File: config.mk
export PLATFORM = sky130hd
export DESIGN_NAME = fetch_stage
export DESIGN_NICKNAME = d
export VERILOG_FILES = /design/src/rtl/fetch_stage.sv
export SDC_FILE = /design/constraint.sdc
export NUM_CORES = 1
export LEC_CHECK = 0
export ABC_AREA = 1
export CORE_UTILIZATION = 48
export DETAILED_ROUTE_END_ITERATION = 7
export PLACE_DENSITY_LB_ADDON = 0.1
export SLEW_MARGIN = 20
export SYNTH_ARGS = -nofsm -noshare
export SYNTH_HDL_FRONTEND = slang
export SYNTH_SLANG_ARGS = --single-unit
export TNS_END_PERCENT = 30
File: constraint.sdc
create_clock -name clk -period 4.05 [get_ports clk]
set_clock_uncertainty 0.15 [all_clocks]
set_input_delay 1.0125 -clock clk [delete_from_list [all_inputs] [get_ports clk]]
set_output_delay 1.0125 -clock clk [all_outputs]
set_load 0.02 [all_outputs]
File: src/rtl/fetch_stage.sv
`default_nettype none
// ============================================================================
// Module : fetch_stage
// Brief  : Instruction fetch front end: PC, credit-limited imem requests,
//          in-order response FIFO feeding decode, redirect with stale drop.
// Rev    : 1.0  initial release
// ============================================================================
module fetch_stage #(
  parameter logic [31:0] RESET_PC = 32'h0000_0000,
  parameter int unsigned DEPTH    = 2
) (
  input  logic        clk,
  input  logic        rst,
  output logic        imem_req_valid,
  input  logic        imem_req_ready,
  output logic [31:0] imem_req_addr,
  input  logic        imem_rsp_valid,
  input  logic [31:0] imem_rsp_data,
  input  logic        redirect_valid,
  input  logic [31:0] redirect_pc,
  output logic        id_valid,
  input  logic        id_ready,
  output logic [31:0] id_instr,
  output logic [31:0] id_pc
);

  localparam int unsigned c_ptr_w = (DEPTH > 1) ? $clog2(DEPTH) : 1;
  localparam int unsigned c_cnt_w = $clog2(DEPTH + 1);
  localparam int unsigned c_sum_w = c_cnt_w + 2;
  localparam logic [31:0] c_nop   = 32'h0000_0013;

  typedef logic [c_ptr_w-1:0] ptr_t;
  typedef logic [c_cnt_w-1:0] cnt_t;

  localparam ptr_t c_last = ptr_t'(DEPTH - 1);

  function automatic ptr_t f_next(input ptr_t p);
    return (p == c_last) ? '0 : p + 1'b1;
  endfunction

  logic [31:0] r_pc;
  logic [31:0] r_tag_mem    [DEPTH];
  logic [31:0] r_fifo_pc    [DEPTH];
  logic [31:0] r_fifo_instr [DEPTH];
  ptr_t        r_tag_wr;
  ptr_t        r_tag_rd;
  ptr_t        r_fifo_wr;
  ptr_t        r_fifo_rd;
  cnt_t        r_outstanding;
  cnt_t        r_drop;
  cnt_t        r_count;

  logic [c_sum_w-1:0] w_used;
  cnt_t               w_stale;
  logic               w_req_fire;
  logic               w_rsp_drop;
  logic               w_rsp_take;
  logic               w_pop;
  logic               w_redir_eats_rsp;
  logic               w_unused_redirect_lsbs;

  // Credits count everything that will eventually occupy a FIFO slot or a
  // response beat, including stale responses still owed after a redirect.
  assign w_used = c_sum_w'(r_outstanding) + c_sum_w'(r_count) + c_sum_w'(r_drop);
  assign w_stale = r_drop + r_outstanding;

  assign imem_req_valid = !rst && !redirect_valid && (w_used < c_sum_w'(DEPTH));
  assign imem_req_addr  = r_pc;

  assign w_req_fire       = imem_req_valid && imem_req_ready;
  assign w_rsp_drop       = imem_rsp_valid && (r_drop != '0);
  assign w_rsp_take       = imem_rsp_valid && !redirect_valid && (r_drop == '0)
                            && (r_outstanding != '0);
  assign w_pop            = id_valid && id_ready && !redirect_valid;
  assign w_redir_eats_rsp = imem_rsp_valid && (w_stale != '0);

  assign w_unused_redirect_lsbs = ^redirect_pc[1:0];

  assign id_valid = (r_count != '0);
  assign id_instr = id_valid ? r_fifo_instr[r_fifo_rd] : c_nop;
  assign id_pc    = id_valid ? r_fifo_pc[r_fifo_rd]    : 32'h0000_0000;

  always_ff @(posedge clk or posedge rst) begin
    if (rst) begin
      r_pc          <= RESET_PC;
      r_tag_wr      <= '0;
      r_tag_rd      <= '0;
      r_fifo_wr     <= '0;
      r_fifo_rd     <= '0;
      r_outstanding <= '0;
      r_drop        <= '0;
      r_count       <= '0;
    end else if (redirect_valid) begin
      // Every request still in flight becomes a response to be discarded.
      r_pc          <= {redirect_pc[31:2], 2'b00};
      r_tag_wr      <= '0;
      r_tag_rd      <= '0;
      r_fifo_wr     <= '0;
      r_fifo_rd     <= '0;
      r_outstanding <= '0;
      r_count       <= '0;
      r_drop        <= w_stale - cnt_t'(w_redir_eats_rsp);
    end else begin
      if (w_req_fire) begin
        r_pc     <= r_pc + 32'd4;
        r_tag_wr <= f_next(r_tag_wr);
      end
      if (w_rsp_take) begin
        r_tag_rd  <= f_next(r_tag_rd);
        r_fifo_wr <= f_next(r_fifo_wr);
      end
      if (w_pop) begin
        r_fifo_rd <= f_next(r_fifo_rd);
      end
      if (w_rsp_drop) begin
        r_drop <= r_drop - 1'b1;
      end
      r_outstanding <= r_outstanding + cnt_t'(w_req_fire) - cnt_t'(w_rsp_take);
      r_count       <= r_count + cnt_t'(w_rsp_take) - cnt_t'(w_pop);
    end
  end

  // Storage arrays carry no reset; validity lives in the pointers and counts.
  always_ff @(posedge clk) begin
    if (w_req_fire) begin
      r_tag_mem[r_tag_wr] <= r_pc;
    end
    if (w_rsp_take) begin
      r_fifo_pc[r_fifo_wr]    <= r_tag_mem[r_tag_rd];
      r_fifo_instr[r_fifo_wr] <= imem_rsp_data;
    end
  end

  a_rsp_has_owner: assert property (@(posedge clk) disable iff (rst)
    imem_rsp_valid |-> (w_stale != '0));

endmodule
`default_nettype wire

==> results.cfg <==
[outcome]
run_status = complete, no violations

[setup_path]
crit_path_start_kind = flip-flop
r2r_start = r_outstanding[1]$_DFF_PP0_
cp_cell_sequence = inv_1 -> fa_1 -> inv_1 -> ha_1 -> inv_1 -> nand2_2 -> nor2_1 -> clkdlybuf4s50_1
path_common_cell = sky130_fd_sc_hd__inv_1
crit_end_category = primary output
setup_cp_type = flip-flop to primary output
worstPathRequired_ns = 2.89
crit_slowest_cell = sky130_fd_sc_hd__clkdlybuf4s50_1
crit_path_max_incr_delay_ns = 0.60
path_max_fanout = 4
crit_path_start = r_outstanding[1]$_DFF_PP0_
crit_arrival_ns = 2.70

[synthesis]
total_number_of_yosys_warnings = 0
yosys.area_share.simple_pct = 16.58
post_synthesis_area_per_instance_sq_um = 11.20
synthMuxAreaShare_pct = 3.514
netlist_instances = 858
ys_ff_latch = 224
synth_xor_xnor_area_share_pct = 1.093
sequential_area_share_after_synthesis_pct = 67.89
synthAdderAreaFrac_pct = 1.510
synth_compound_area_share_pct = 5.206
synthesis.area_sq_mm = 0.009613
dominant_combinational_cell_family_by_area_after_synthesis = simple AND/OR/NAND/NOR gates
netlist-cell-type-count = 32

[clock_tree]
ctsLongestPathBuffers = 3
root_buffer = sky130_fd_sc_hd__clkbuf_16
numClockSinks = 224
clock_latency_ns = 0.50
cts-buffers-inserted = 23
clock_tree_from_tritoncts = yes
ctsHoldBuffers = 0
cts_post_setup_buffers_inserted = 0
cts.repair.resized = 0
ctsHtreeMaxLevel = 1
clk_transition_reported_paths_ns = 0.06

[die]
design.portCount = 168
die_height_microns = 143.5
floorplan.core_area_sq_mm = 0.01953
initial_core_util_pct = 49.23
die-area_sq_mm = 0.02060
rows = 51
chipWidth_microns = 143.5

[timing]
rsz0062_at_grt = false
fin_worst_hold_slack_ns = 0.3920
layout_worst_path_cycle_share_pct = 95.48
fmax_mhz = 258.6
finalSetupViolations = 0
period_minus_slack_ns = 3.867
tightest_slew_ns = 0.6973
slew-limit-headroom_pct = 53.51
hold_violations = 0
timing_max_transition_violations_final = 0
timing.final.ws_setup_ns = 0.1830

[grt]
grtUsageTotal_pct = 19.29
antenna_found_initial = 0
grt.overflow.total = 0
first_global_vias = 6048
grt_pass1_wl_microns = 30730
grt_start_max_net_pins = 63

[placement]
placed_cells_incl_taps = 1266
number_of_port_buffers = 161
finalWeightedCongestion = 0.7994
dp.final_hpwl_microns = 12780
place_ws_ns = 0.4789

[power_and_ir_drop]
clock_power_share_pct = 36.3
seq_power_share_pct = 51.1
comb_power_share_pct = 12.5
switching_share_pct = 24.60
power_density_mw_per_mm2 = 436.1
internal_power_mw = 4.027
power.leakage_nw = 4.534
netSwitchingPower_mw = 1.314
vdd_drop_max_mv = 0.2937

[drt]
drtPass1Iterations = 5
routedWlPerCell_microns = 15.03
drtAntennaViolNets = 0
remaining_drc_errors = 0
first_iter_violations = 259
wirelength_microns = 19660
via_per_inst = 4.911
detailroute.via_count = 6423

[final_layout]
diodes = 0
final_net_count = 1107
layoutNonFillerInstCount = 1308
post_route_cells_drive_above_1_share_pct = 9.300
syn2layout_area_growth_pct = 27.39

[flow_run]
cap_violations = 0

[worst_hold_path]
hp-start = r_drop[1]$_DFFE_PP0P_
hold_path.class = flip-flop to flip-flop
## per-stage QoR
stage | setup TNS [ns] | utilization (%) | power (mW) | area, sq um
2_1_floorplan | -66.10 | - | 3.139 | 9624
3_3_place_gp | 0 | 59.14 | 3.433 | 11550
3_5_place_dp | 0 | 59.14 | 3.443 | 11550
4_1_cts | 0 | 62.71 | 5.369 | 12250
5_1_grt | 0 | 62.71 | 5.558 | 12250
6_report | 0 | 62.71 | 5.341 | 12250
## critical path: cells and delay by family, from the launching register on
| kind | cells | cell delay, ns |
|---|---|---|
| buf+inv | 4 | 0.80 |
| flops | 1 | 0.41 |
| fa+ha+maj | 2 | 0.83 |
| simple gates | 2 | 0.16 |
## path summary, 6_finish.rpt
check | endpoint | slack, ns | depth (start not counted)
max | imem_req_valid | 0.18 | 8
min | r_drop[1]$_DFFE_PP0P_ | 0.39 | 2
max reg2reg | r_outstanding[1]$_DFF_PP0_ | 1.22 | 13
min reg2reg | r_drop[1]$_DFFE_PP0P_ | 0.39 | 2
max in group asynchronous | r_fifo_rd$_DFFE_PP0P_ | 2.47 | 3
min in group asynchronous | imem_req_addr[5]$_DFFE_PP0P_ | 0.87 | 3
## cell families after synthesis
group / Yosys count
AND/OR/NAND/NOR: 392
flip-flops: 224
AO/OA/AOI/OAI: 94
buffers and inverters: 94
multiplexers: 30
XOR/XNOR: 12
adder cells (fa/ha/maj): 11
other: 1
## cells in the mapped netlist
cell | number | share of area, %
sky130_fd_sc_hd__conb_1 | 1 | 0.039
sky130_fd_sc_hd__nand2_4 | 1 | 0.12
sky130_fd_sc_hd__dfrtp_1 | 40 | 10
sky130_fd_sc_hd__a21o_1 | 1 | 0.078
sky130_fd_sc_hd__mux2_2 | 29 | 3.4
sky130_fd_sc_hd__nand2_2 | 2 | 0.13
sky130_fd_sc_hd__nor2_2 | 6 | 0.39
sky130_fd_sc_hd__o211ai_1 | 4 | 0.31
sky130_fd_sc_hd__edfxtp_1 | 184 | 57
sky130_fd_sc_hd__inv_1 | 57 | 2.2
sky130_fd_sc_hd__xor2_1 | 5 | 0.46
sky130_fd_sc_hd__fa_1 | 1 | 0.21
sky130_fd_sc_hd__nand3_2 | 1 | 0.10
sky130_fd_sc_hd__nor3_1 | 3 | 0.16
sky130_fd_sc_hd__nor3_4 | 1 | 0.17
sky130_fd_sc_hd__buf_2 | 8 | 0.42
sky130_fd_sc_hd__ha_1 | 10 | 1.3
sky130_fd_sc_hd__clkbuf_1 | 19 | 0.74
sky130_fd_sc_hd__o21bai_1 | 7 | 0.55
sky130_fd_sc_hd__buf_4 | 4 | 0.31
sky130_fd_sc_hd__o21ai_0 | 22 | 1.1
sky130_fd_sc_hd__nor2_1 | 53 | 2.1
sky130_fd_sc_hd__xnor2_1 | 7 | 0.64
sky130_fd_sc_hd__or2_2 | 1 | 0.065
sky130_fd_sc_hd__nand2_1 | 270 | 11
sky130_fd_sc_hd__buf_6 | 3 | 0.35
sky130_fd_sc_hd__inv_2 | 2 | 0.078
sky130_fd_sc_hd__buf_1 | 1 | 0.039
sky130_fd_sc_hd__mux2_1 | 1 | 0.12
sky130_fd_sc_hd__nand3_1 | 52 | 2.7
sky130_fd_sc_hd__a21oi_1 | 60 | 3.1
sky130_fd_sc_hd__and2_1 | 2 | 0.13
## power by group through the flow
stage / combinational [mW] / sequential, mW / clock, mW
global route: 0.744 / 2.75 / 2.07
detailed placement: 0.666 / 2.78 / 0
finish: 0.669 / 2.73 / 1.94
floorplan: 0.345 / 2.79 / 0
CTS: 0.673 / 2.73 / 1.97
global placement: 0.658 / 2.77 / 0
## registers in the layout (all words and copies together), names as in the netlist
| signal | count |
|---|---|
| r_fifo_pc | 60 |
| r_tag_wr | 1 |
| r_fifo_instr | 64 |
| imem_req_addr | 30 |
| r_fifo_rd | 1 |
| r_tag_mem | 60 |
| r_count | 2 |
| r_outstanding | 2 |
| r_tag_rd | 1 |
| r_drop | 2 |
| r_fifo_wr | 1 |
## per-layer routing
layer | global-route usage [%] | wire length (microns) | vias up
met2 | 31.78 | 8986 | 210
met4 | 4.927 | 361 | 0
met3 | 2.966 | 1223 | 29
li1 | - | - | 3232
met1 | 26.83 | 9092 | 2952
met5 | 0 | 0 | -
## layout make-up
type,count,area [sq um]
well taps,265,331.6
clock buffers,28,594.3
inverters,59,221.5
fillers,1574,7281
flip-flops and latches,224,6528
repair buffers,175,1742
multi-input cells,543,2725
clock inverters,14,103.9
## placed cells by master (no fill, tap or decap), types with 4 or more instances in the layout
| master | synthesis | routed |
|---|---|---|
| sky130_fd_sc_hd__mux2_2 | 29 | 29 |
| sky130_fd_sc_hd__inv_1 | 57 | 57 |
| sky130_fd_sc_hd__nand2_1 | 270 | 270 |
| sky130_fd_sc_hd__clkinv_2 | 0 | 6 |
| sky130_fd_sc_hd__edfxtp_1 | 184 | 184 |
| sky130_fd_sc_hd__clkbuf_16 | 0 | 23 |
| sky130_fd_sc_hd__clkdlybuf4s50_1 | 0 | 161 |
| sky130_fd_sc_hd__conb_1 | 1 | 4 |
| sky130_fd_sc_hd__buf_4 | 4 | 12 |
| sky130_fd_sc_hd__o211ai_1 | 4 | 4 |
| sky130_fd_sc_hd__o21bai_1 | 7 | 7 |
| sky130_fd_sc_hd__nor2_2 | 6 | 8 |
| sky130_fd_sc_hd__dfrtp_1 | 40 | 39 |
| sky130_fd_sc_hd__o21ai_0 | 22 | 22 |
| sky130_fd_sc_hd__ha_1 | 10 | 10 |
| sky130_fd_sc_hd__nand3_1 | 52 | 52 |
| sky130_fd_sc_hd__xnor2_1 | 7 | 7 |
| sky130_fd_sc_hd__nor2_1 | 53 | 48 |
| sky130_fd_sc_hd__xor2_1 | 5 | 5 |
| sky130_fd_sc_hd__a21oi_1 | 60 | 60 |
| sky130_fd_sc_hd__clkbuf_1 | 19 | 5 |
Power figures use the tool's default switching activity.
